<file path="src/rtl/btn_evt_pkg.sv">
// rtl/btn_evt_pkg.sv - shared types, constants and helpers for the button event controller
package btn_evt_pkg;

  localparam int TS_W       = 16;
  localparam int CHAN_MAX_W = 4;

  typedef struct packed {
    logic [CHAN_MAX_W-1:0] chan;
    logic                  fall;
`ifdef BUTTON_EVT_TIMESTAMP_EN
    logic [TS_W-1:0]       ts;
`endif
  } evt_entry_t;

  function automatic int chan_width(input int width);
    return (width <= 2) ? 1 : $clog2(width);
  endfunction

endpackage

</file>
<file path="src/rtl/btn_evt_fifo.sv">
// rtl/btn_evt_fifo.sv - synchronous FIFO with registered full/empty and zeroed head while empty
module btn_evt_fifo #(
  parameter int DW       = 3,
  parameter int DEPTH_LG = 2
) (
  input  logic          clk,
  input  logic          reset,
  input  logic          push_i,
  input  logic [DW-1:0] push_data_i,
  input  logic          pop_i,
  output logic [DW-1:0] head_o,
  output logic          full_o,
  output logic          empty_o
);

  localparam int DEPTH = 1 << DEPTH_LG;

  logic [DW-1:0]       mem_q [DEPTH];
  logic [DEPTH_LG-1:0] wr_ptr_q, rd_ptr_q;
  logic [DEPTH_LG:0]   count_q, count_d;
  logic                full_q, empty_q;
  logic                do_push, do_pop;

  assign do_push = push_i & ~full_q;
  assign do_pop  = pop_i & ~empty_q;

  always_comb begin
    count_d = count_q;
    if (do_push && !do_pop)
      count_d = count_q + 1'b1;
    else if (do_pop && !do_push)
      count_d = count_q - 1'b1;
  end

  always_ff @(posedge clk or negedge reset) begin
    if (!reset) begin
      wr_ptr_q <= '0;
      rd_ptr_q <= '0;
      count_q  <= '0;
      full_q   <= 1'b0;
      empty_q  <= 1'b1;
    end else begin
      if (do_push) wr_ptr_q <= wr_ptr_q + 1'b1;
      if (do_pop)  rd_ptr_q <= rd_ptr_q + 1'b1;
      count_q <= count_d;
      // Count never exceeds DEPTH, so its MSB alone marks full
      full_q  <= count_d[DEPTH_LG];
      empty_q <= (count_d == '0);
    end
  end

  always_ff @(posedge clk) begin
    if (do_push)
      mem_q[wr_ptr_q] <= push_data_i;
  end

  assign head_o  = empty_q ? '0 : mem_q[rd_ptr_q];
  assign full_o  = full_q;
  assign empty_o = empty_q;

endmodule

</file>
<file path="src/rtl/debouncer.sv">
// rtl/debouncer.sv - multi-channel debouncer; one shared timer samples all channels every 2^LGWAIT cycles
module debouncer #(
  parameter int NIN    = 4,
  parameter int LGWAIT = 20
) (
  input  logic           clk,
  input  logic           reset,
  input  logic [NIN-1:0] raw_i,
  output logic [NIN-1:0] deb_o
);

  logic [LGWAIT-1:0] timer_q;
  logic [NIN-1:0]    sync1_q;
  logic [NIN-1:0]    sync2_q;

  always_ff @(posedge clk or negedge reset) begin
    if (!reset) begin
      timer_q <= '0;
      sync1_q <= '0;
      sync2_q <= '0;
      deb_o   <= '0;
    end else begin
      timer_q <= timer_q + 1'b1;
      sync1_q <= raw_i;
      sync2_q <= sync1_q;
      // All channels update together on the tick, so simultaneous presses land in one cycle
      if (timer_q == '0)
        deb_o <= sync2_q;
    end
  end

endmodule

</file>
<file path="src/rtl/button_event_ctrl.sv">
// rtl/button_event_ctrl.sv - debounced button edges queued as events with valid/ready pop and level irq
// Define BUTTON_EVT_TIMESTAMP_EN to add a tick-based timestamp (evt_time) to each event.
module button_event_ctrl
  import btn_evt_pkg::*;
#(
  parameter int WIDTH    = 4,
  parameter int LGWAIT   = 20,
  parameter int DEPTH_LG = 2,
  parameter int CHW      = 2
) (
  input  logic             clk,
  input  logic             reset,
  input  logic [WIDTH-1:0] raw_in,
  input  logic [WIDTH-1:0] rise_en,
  input  logic [WIDTH-1:0] fall_en,
  output logic [WIDTH-1:0] level_out,
`ifdef BUTTON_EVT_TIMESTAMP_EN
  output logic [TS_W-1:0]  evt_time,
`endif
  output logic             evt_valid,
  input  logic             evt_ready,
  output logic [CHW-1:0]   evt_chan,
  output logic             evt_fall,
  output logic             irq,
  output logic             overflow,
  input  logic             ovf_clr
);

`ifdef BUTTON_EVT_TIMESTAMP_EN
  localparam int EW = CHW + 1 + TS_W;
`else
  localparam int EW = CHW + 1;
`endif

  logic [WIDTH-1:0] deb, prev_q;
  logic [WIDTH-1:0] new_r, new_f;
  logic [WIDTH-1:0] pend_r_q, pend_r_d, pend_f_q, pend_f_d;
  logic [WIDTH-1:0] sel_mask, clr_r, clr_f;
  logic             ovf_q, ovf_d, ovf_set;
  logic             sel_found, sel_fall, push;
  logic [CHW-1:0]   sel_chan;
  evt_entry_t       sel_evt;
  logic [EW-1:0]    push_data, head_data;
  logic             fifo_full, fifo_empty;

  debouncer #(.NIN(WIDTH), .LGWAIT(LGWAIT)) u_debouncer (
    .clk   (clk),
    .reset (reset),
    .raw_i (raw_in),
    .deb_o (deb)
  );

  assign new_r = deb & ~prev_q & rise_en;
  assign new_f = ~deb & prev_q & fall_en;

  // Lowest pending channel wins; on that channel rise goes before fall
  always_comb begin
    sel_found = 1'b0;
    sel_chan  = '0;
    sel_fall  = 1'b0;
    for (int i = WIDTH - 1; i >= 0; i--) begin
      if (pend_r_q[i] || pend_f_q[i]) begin
        sel_found = 1'b1;
        sel_chan  = CHW'(i);
        sel_fall  = ~pend_r_q[i];
      end
    end
  end

  assign push     = sel_found & ~fifo_full;
  assign sel_mask = push ? (WIDTH'(1) << sel_chan) : '0;
  assign clr_r    = sel_fall ? '0 : sel_mask;
  assign clr_f    = sel_fall ? sel_mask : '0;

  // A fresh edge on a flag that stays set this cycle is merged into the waiting event
  always_comb begin
    pend_r_d = (pend_r_q & ~clr_r) | new_r;
    pend_f_d = (pend_f_q & ~clr_f) | new_f;
    ovf_set  = (|(new_r & pend_r_q & ~clr_r)) | (|(new_f & pend_f_q & ~clr_f));
    ovf_d    = ovf_q;
    if (ovf_set)
      ovf_d = 1'b1;
    else if (ovf_clr)
      ovf_d = 1'b0;
  end

  always_ff @(posedge clk or negedge reset) begin
    if (!reset) begin
      prev_q   <= '0;
      pend_r_q <= '0;
      pend_f_q <= '0;
      ovf_q    <= 1'b0;
    end else begin
      prev_q   <= deb;
      pend_r_q <= pend_r_d;
      pend_f_q <= pend_f_d;
      ovf_q    <= ovf_d;
    end
  end

`ifdef BUTTON_EVT_TIMESTAMP_EN
  // Mirrors the debouncer timer: both reset to zero and count every cycle, so ticks coincide
  logic [LGWAIT-1:0] ts_tmr_q;
  logic [TS_W-1:0]   ts_q;

  always_ff @(posedge clk or negedge reset) begin
    if (!reset) begin
      ts_tmr_q <= '0;
      ts_q     <= '0;
    end else begin
      ts_tmr_q <= ts_tmr_q + 1'b1;
      if (ts_tmr_q == '0)
        ts_q <= ts_q + 1'b1;
    end
  end
`endif

  always_comb begin
    sel_evt      = '0;
    sel_evt.chan = CHAN_MAX_W'(sel_chan);
    sel_evt.fall = sel_fall;
`ifdef BUTTON_EVT_TIMESTAMP_EN
    sel_evt.ts   = ts_q;
    push_data    = {CHW'(sel_evt.chan), sel_evt.fall, sel_evt.ts};
`else
    push_data    = {CHW'(sel_evt.chan), sel_evt.fall};
`endif
  end

  btn_evt_fifo #(.DW(EW), .DEPTH_LG(DEPTH_LG)) u_fifo (
    .clk         (clk),
    .reset       (reset),
    .push_i      (push),
    .push_data_i (push_data),
    .pop_i       (evt_ready),
    .head_o      (head_data),
    .full_o      (fifo_full),
    .empty_o     (fifo_empty)
  );

  assign level_out = deb;
  assign evt_valid = ~fifo_empty;
  assign irq       = ~fifo_empty;
  assign evt_chan  = head_data[EW-1 -: CHW];
  assign evt_fall  = head_data[EW-1-CHW];
  assign overflow  = ovf_q;
`ifdef BUTTON_EVT_TIMESTAMP_EN
  assign evt_time  = head_data[TS_W-1:0];
`endif

endmodule

</file>
<file path="config.mk">
export PLATFORM = sky130hd
export DESIGN_NAME = button_event_ctrl
export DESIGN_NICKNAME = d
export VERILOG_FILES = /design/src/rtl/btn_evt_pkg.sv /design/src/rtl/btn_evt_fifo.sv /design/src/rtl/debouncer.sv /design/src/rtl/button_event_ctrl.sv
export SDC_FILE = /design/constraint.sdc
export NUM_CORES = 1
export LEC_CHECK = 0
export ABC_AREA = 1
export CORE_ASPECT_RATIO = 1.75
export CORE_MARGIN = 8
export CORE_UTILIZATION = 36
export DETAILED_ROUTE_END_ITERATION = 10
export PLACE_DENSITY = 0.55
export SETUP_SLACK_MARGIN = 0.3
export SYNTH_ARGS = -nofsm -noshare
export SYNTH_HDL_FRONTEND = slang
export SYNTH_HIERARCHICAL = 1
export SYNTH_SLANG_ARGS = --single-unit
</file>
<file path="constraint.sdc">
create_clock -name clk -period 4.5 [get_ports clk]
set_clock_uncertainty 0.1 [all_clocks]
set_input_delay 0.45 -clock clk [delete_from_list [all_inputs] [get_ports clk]]
set_output_delay 0.45 -clock clk [all_outputs]
set_load 0.02 [all_outputs]
</file>
==> results.sh, run 1 <==
export IMPL_status="finished clean"
export IMPL_grt_max_degree=54
export IMPL_worst_pin_slew_ns=0.687
export IMPL_rsz0062_at_grt="no"
export IMPL_die_width_microns=87.0
export IMPL_multiInputGateArea_sq_um=1300
export IMPL_rr_endpoint="u_fifo/empty_o"
export IMPL_drive_gt1_share_pct=13.8
export IMPL_fmax_mhz=412
export IMPL_htree_levels=3
export IMPL_ys_top_cells_by_count="nand2_1, nor2_1, dfrtp_1"
export IMPL_worst_slew_margin_rel_pct=54.2
export IMPL_yosysTopAreaCellShare_pct=40.9
export IMPL_synth_area_leaders="dfrtp_1, edfxtp_1, nand2_1"
export IMPL_yosysWarnings=6
export IMPL_critPathArrivalTime_ns=1.88
export IMPL_post_synth_top_count_cell="nand2_1"
export IMPL_finalCritPeriodShare_pct=54.0
export IMPL_cts_reportedPaths_clkPinSlew_ns=0.06
export IMPL_slowest_stage="clkdlybuf4s50_1"
export IMPL_critPathKind="register to output port"
export IMPL_vias_per_cell=4.48
export IMPL_vias=2345
export IMPL_r2r_start="pend_f_q[2]"
export IMPL_hold_violations=0
export IMPL_r2r_slack_ns=2.61
export IMPL_post_cts_setup_buffers=0
export IMPL_maxCapViolations=0
export IMPL_final_area_sq_um=3860
export IMPL_first_pass_iters=4
export IMPL_core_area_sq_um=8610
export IMPL_slew_viol_final=0
export IMPL_wl_per_cell_microns=12.5
export IMPL_grt_pass1_vias=2361
export IMPL_die_area_sq_um=12200
export IMPL_endpoint_kind="output port"
export IMPL_crit_chain="inv_1 -> o21ai_1 -> a21oi_1 -> clkdlybuf4s50_1"
export IMPL_critPathRequiredTime_ns=3.95
export IMPL_cp_start_kind="register"
export IMPL_cts_inserted_buffers=9
export IMPL_placed_area_sq_um=3560
export IMPL_io_buffers=25
export IMPL_clock_sinks=65
export IMPL_synth_fp_nets=391
export IMPL_seq_area_frac_synth_pct=53.1
export IMPL_cts_root_buf="clkbuf_16"
export IMPL_drtIter0Drc=69
export IMPL_synth_flop_cell="dfrtp_1"
export IMPL_seqCellArea_sq_um=1690
export IMPL_start_util_pct=36.9
export IMPL_postRouteAntennaNets=0
export IMPL_wl_microns=6570
export IMPL_cts_tree="done"
export IMPL_syn2layout_area_growth_pct=21.5
export IMPL_grt_pass1_wl_microns=10800
export IMPL_synth_edf_count=12
export IMPL_netlist_area_sq_um=3180
export IMPL_grt_antenna_before_repair=0
export IMPL_antennaDiodeCount=0
export IMPL_routabilityCongestion=0.795
export IMPL_power_w=0.00201
export IMPL_finalSetupViolations=0
export IMPL_avgSynthCellArea_sq_um=8.66
export IMPL_cp_top_family="buffers and inverters"
export IMPL_syn_inst=367
export IMPL_die_height_microns=140
export IMPL_slowest_delay_ns=0.62
export IMPL_p_leak_nw=1.79
export IMPL_finalSetupTns_ns=0
export IMPL_clk_path_buf_depth=2
export IMPL_yosys_register_bits=65
export IMPL_powerDensity_nw_per_um2=521
export IMPL_n_fill_cell=861
export IMPL_ys_async_sr_fraction_pct=81.5
export IMPL_cp_max_fo=8
export IMPL_overflow=0
export IMPL_post_cts_resized=0
export IMPL_io_pins=26
export IMPL_placementRows=45
export IMPL_period_needed_ns=2.43
export IMPL_yosysUniqueCellTypes=29
export IMPL_clock_latency_ns=0.33
export IMPL_finalNetCount=426
export IMPL_hp_class="primary input to async pin"
export IMPL_synth_largest_area_cell="dfrtp_1"
export IMPL_crit_path_start="u_fifo/rd_ptr_q[0]"
export IMPL_crit_buf_inv=2
export IMPL_grt_usage_pct=11.6
export IMPL_peakVddDrop_mv=0.232
export IMPL_drc=0
export IMPL_dp_hpwl_microns=4940
export IMPL_worstRegToRegCells=9
export IMPL_hold_buffers=0
==> cell families after synthesis <==
| kind of cell | after synthesis | synth area share, % |
|---|---|---|
| flops | 65 | 53.1 |
| xor+xnor | 16 | 4.41 |
| buf+inv | 50 | 6.10 |
| compound gates | 18 | 3.03 |
| fa+ha+maj | 8 | 3.15 |
| simple gates | 210 | 30.2 |
==> routing by layer <==
layer	GRT usage, %	routed length, microns
met5	0	0
met4	6.94	183
met3	3.16	197
met2	20.9	3580
met1	11.3	2610
==> state kept, by name (all words and copies together) (netlist names), 3 cells and up <==
signal / cells
u_debouncer/timer_q: 20
u_fifo/mem_q: 12
pend_f_q: 4
pend_r_q: 4
prev_q: 4
u_debouncer/deb_o: 4
u_debouncer/sync1_q: 4
u_debouncer/sync2_q: 4
u_fifo/count_q: 3
==> worst reg2reg max path, cell delays in order (launching register included) <==
cell     delay, ns
dfrtp_1       0.43
nor4_1        0.46
a21oi_1       0.24
nand2_2       0.22
nand2_4       0.08
nand2_2       0.07
nand2_2       0.04
nand2_2       0.06
nand2_2       0.05
nor2_2        0.07
==> where the power goes <==
part           internal (W)  switching (W)
combinational      0.000204       0.000336
clock              0.000443       0.000252
sequential         0.000703      0.0000738
total               0.00135       0.000662
==> layout make-up <==
type	instances	share of cell area, %
clock inverters	5	1.39
multi-input cells	252	33.6
flip-flops and latches	65	43.7
inverters	48	4.70
repair buffers	26	6.55
clock buffers	11	6.29
well taps	117	3.79
==> placed cells by master (no fill, tap or decap), types with 6 or more instances in the layout <==
cell type	n
nand2_1	88
nor2_1	54
dfrtp_1	52
inv_1	40
nand3_1	29
clkdlybuf4s50_1	24
xor2_1	12
edfxtp_1	12
nand2_2	11
nor2_2	10
clkbuf_16	9
ha_1	8
inv_2	7
o21ai_0	6
nand4_1	6
==> metrics by stage <==
stage	utilization, %	cells	hold WS (ns)	worst slack (ns)
floorplan	-	367	0.0544	2.86
global placement	41.4	508	0.234	2.49
detailed placement	41.4	508	0.239	2.43
CTS	44.8	524	0.167	2.06
finish	44.8	524	0.140	2.07
global route	44.8	524	0.210	1.99
==> worst max-delay path by stage <==
stage             endpoint  cells past startpoint
2_1_floorplan  evt_chan[0]                      4
5_1_grt        evt_chan[0]                      4
3_3_place_gp   evt_chan[0]                      4
3_5_place_dp      evt_fall                      4
4_1_cts           evt_fall                      4
6_report          evt_fall                      4
Power figures use the tool's default switching activity.
==> inputs of run 2 (changes only) <==
Clock period 4.5 ns to 2.4 ns, I/O delays scaled along.
==> results.sh, run 2 (same netlist as run 1, synthesis figures left out) <==
export IMPL_worst_path_stages=5
export IMPL_drc=0
export IMPL_dp_hpwl_microns=5030
export IMPL_fmax_mhz=513
export IMPL_rsz0062_at_grt="no"
export IMPL_postRouteAntennaNets=0
export IMPL_slowest_stage="dfrtp_1"
export IMPL_die_height_microns=140
export IMPL_p_seq_share_pct=39.2
export IMPL_drive_gt1_share_pct=14.0
export IMPL_critPathKind="register to output port"
export IMPL_worst_pin_slew_ns=0.672
export IMPL_endpoint_kind="output port"
export IMPL_drtIter0Drc=86
export IMPL_cp_start_kind="register"
export IMPL_clock_sinks=65
export IMPL_io_buffers=25
export IMPL_p_clk_share_pct=33.8
export IMPL_core_area_sq_um=8610
export IMPL_die_area_sq_um=12200
export IMPL_slew_viol_final=0
export IMPL_status="finished clean"
export IMPL_slowest_delay_ns=0.47
export IMPL_cts_root_buf="clkbuf_16"
export IMPL_first_pass_iters=4
export IMPL_top_register="u_debouncer/timer_q"
export IMPL_hold_ws_ns=0.240
export IMPL_wl_microns=6580
export IMPL_grt_antenna_before_repair=0
export IMPL_clock_latency_ns=0.33
export IMPL_io_pins=26
export IMPL_finalCritPeriodShare_pct=81.2
export IMPL_layout_commonest_cell="nand2_1"
export IMPL_cts_reportedPaths_clkPinSlew_ns=0.06
export IMPL_cp_top_family="flip-flops"
export IMPL_worstRegToRegCells=6
export IMPL_switchingPower_w=0.00128
export IMPL_overflow=0
export IMPL_crit_chain="nor2_1 -> nor2_1 -> o21ai_0 -> a21oi_1 -> dlygate4sd2_1"
export IMPL_cts_inserted_buffers=9
export IMPL_finalSetupViolations=0
export IMPL_htree_levels=3
export IMPL_p_leak_nw=1.79
export IMPL_clk_path_buf_depth=2
export IMPL_finalNetCount=427
export IMPL_finalSetupTns_ns=0
export IMPL_antennaDiodeCount=0
export IMPL_internal_power_w=0.00244
export IMPL_sw_frac_of_total_pct=34.4
export IMPL_power_frac_comb_pct=27.1
export IMPL_peakVddDrop_mv=0.522
export IMPL_powerDensity_nw_per_um2=961
export IMPL_critPathMostFrequentCell="nor2_1"
export IMPL_grt_pass1_wl_microns=11000
export IMPL_period_needed_ns=1.95
export IMPL_vias=2368
export IMPL_routabilityCongestion=0.787
export IMPL_grt_pass1_vias=2441
export IMPL_holdPathStages=1
export IMPL_largest_reg_flops=20
export IMPL_start_util_pct=36.9
export IMPL_cts_tree="done"
export IMPL_cp_max_fo=8
export IMPL_hp_class="primary input to register"
export IMPL_hold_violations=0
export IMPL_mostFrequentLayoutCells="nand2_1, nor2_1, dfrtp_1"
export IMPL_critPathArrivalTime_ns=1.61
export IMPL_reg_top3="u_debouncer/timer_q x20, u_fifo/mem_q x12"
export IMPL_maxCapViolations=0
export IMPL_power_w=0.00372
export IMPL_grt_usage_pct=12.0
export IMPL_worst_slew_margin_rel_pct=55.2
export IMPL_crit_buf_inv=1
export IMPL_die_width_microns=87.0
export IMPL_wl_per_cell_microns=12.5
export IMPL_vias_per_cell=4.51
export IMPL_placementRows=45
export IMPL_critPathRequiredTime_ns=2.06
export IMPL_post_cts_setup_buffers=0
export IMPL_r2r_slack_ns=0.57
export IMPL_syn2layout_area_growth_pct=21.8
export IMPL_grt_max_degree=54
## run 2: cell types whose count changed in the layout (fill, tap and decap cells not counted), sizes merged
cell           delta
clkdlybuf4s50     -3
clkinvlp          +2
dlygate4sd2       +3
bufinv            -1
clkbuf            -1
dlygate4sd3       +1
## run 2: area by class of cell
cell class	count	area, sq um
clock buffers	10	250
clock inverters	6	50.0
fillers	856	4740
inverters	48	181
multi-input cells	252	1300
flip-flops and latches	65	1690
well taps	117	146
repair buffers	27	259
## run 2: worst reg2reg max path: stages (launching register included)
cell and delay, ns:
dfrtp_1 0.36, clkinv_2 0.12, nand2_2 0.12, nor2_2 0.05, a21oi_1 0.29, nand2_2 0.17
nor2_1 0.28
## run 2: metrics by stage
stage	cells	utilization (%)	setup slack (ns)	area, sq um
after floorplan	367	-	0.775	3180
final	525	44.9	0.450	3870
after global routing	525	44.9	0.346	3870
after detailed placement	508	41.4	0.518	3560
after global placement	508	41.4	0.557	3560
after CTS	525	44.9	0.440	3870
## run 2: what timing repair did
action	in CTS	in global routing
endpoints found under the hold margin	52	0
hold buffers	1	0
resized for setup	3	0
endpoints found under the setup margin	3	0
## run 2: power by group through the flow
stage	registers (W)	clock network [W]	logic, W
global placement	0.00147	0	0.00103
detailed placement	0.00148	0	0.00104
CTS	0.00146	0.00130	0.00103
floorplan	0.00142	0	0.000755
global route	0.00148	0.00135	0.00115
finish	0.00146	0.00126	0.00101
## run 2: path summary, 6_finish.rpt
check | endpoint | startpoint
setup / recovery | evt_fall | u_fifo/rd_ptr_q[0]
hold / removal | u_debouncer/sync1_q[1] | raw_in[1]
setup reg to reg | u_fifo/mem_q[1][0] | pend_r_q[0]
hold reg to reg | u_debouncer/sync2_q[3] | u_debouncer/sync1_q[3]
max in group asynchronous | u_fifo/count_q[1] | reset
min in group asynchronous | pend_r_q[3] | reset
## run 2: routing by layer
layer / wire length, microns / track usage (%)
met4: 134 / 6.03
met2: 3820 / 23.0
met3: 197 / 3.46
met5: 0 / 0
met1: 2420 / 10.7
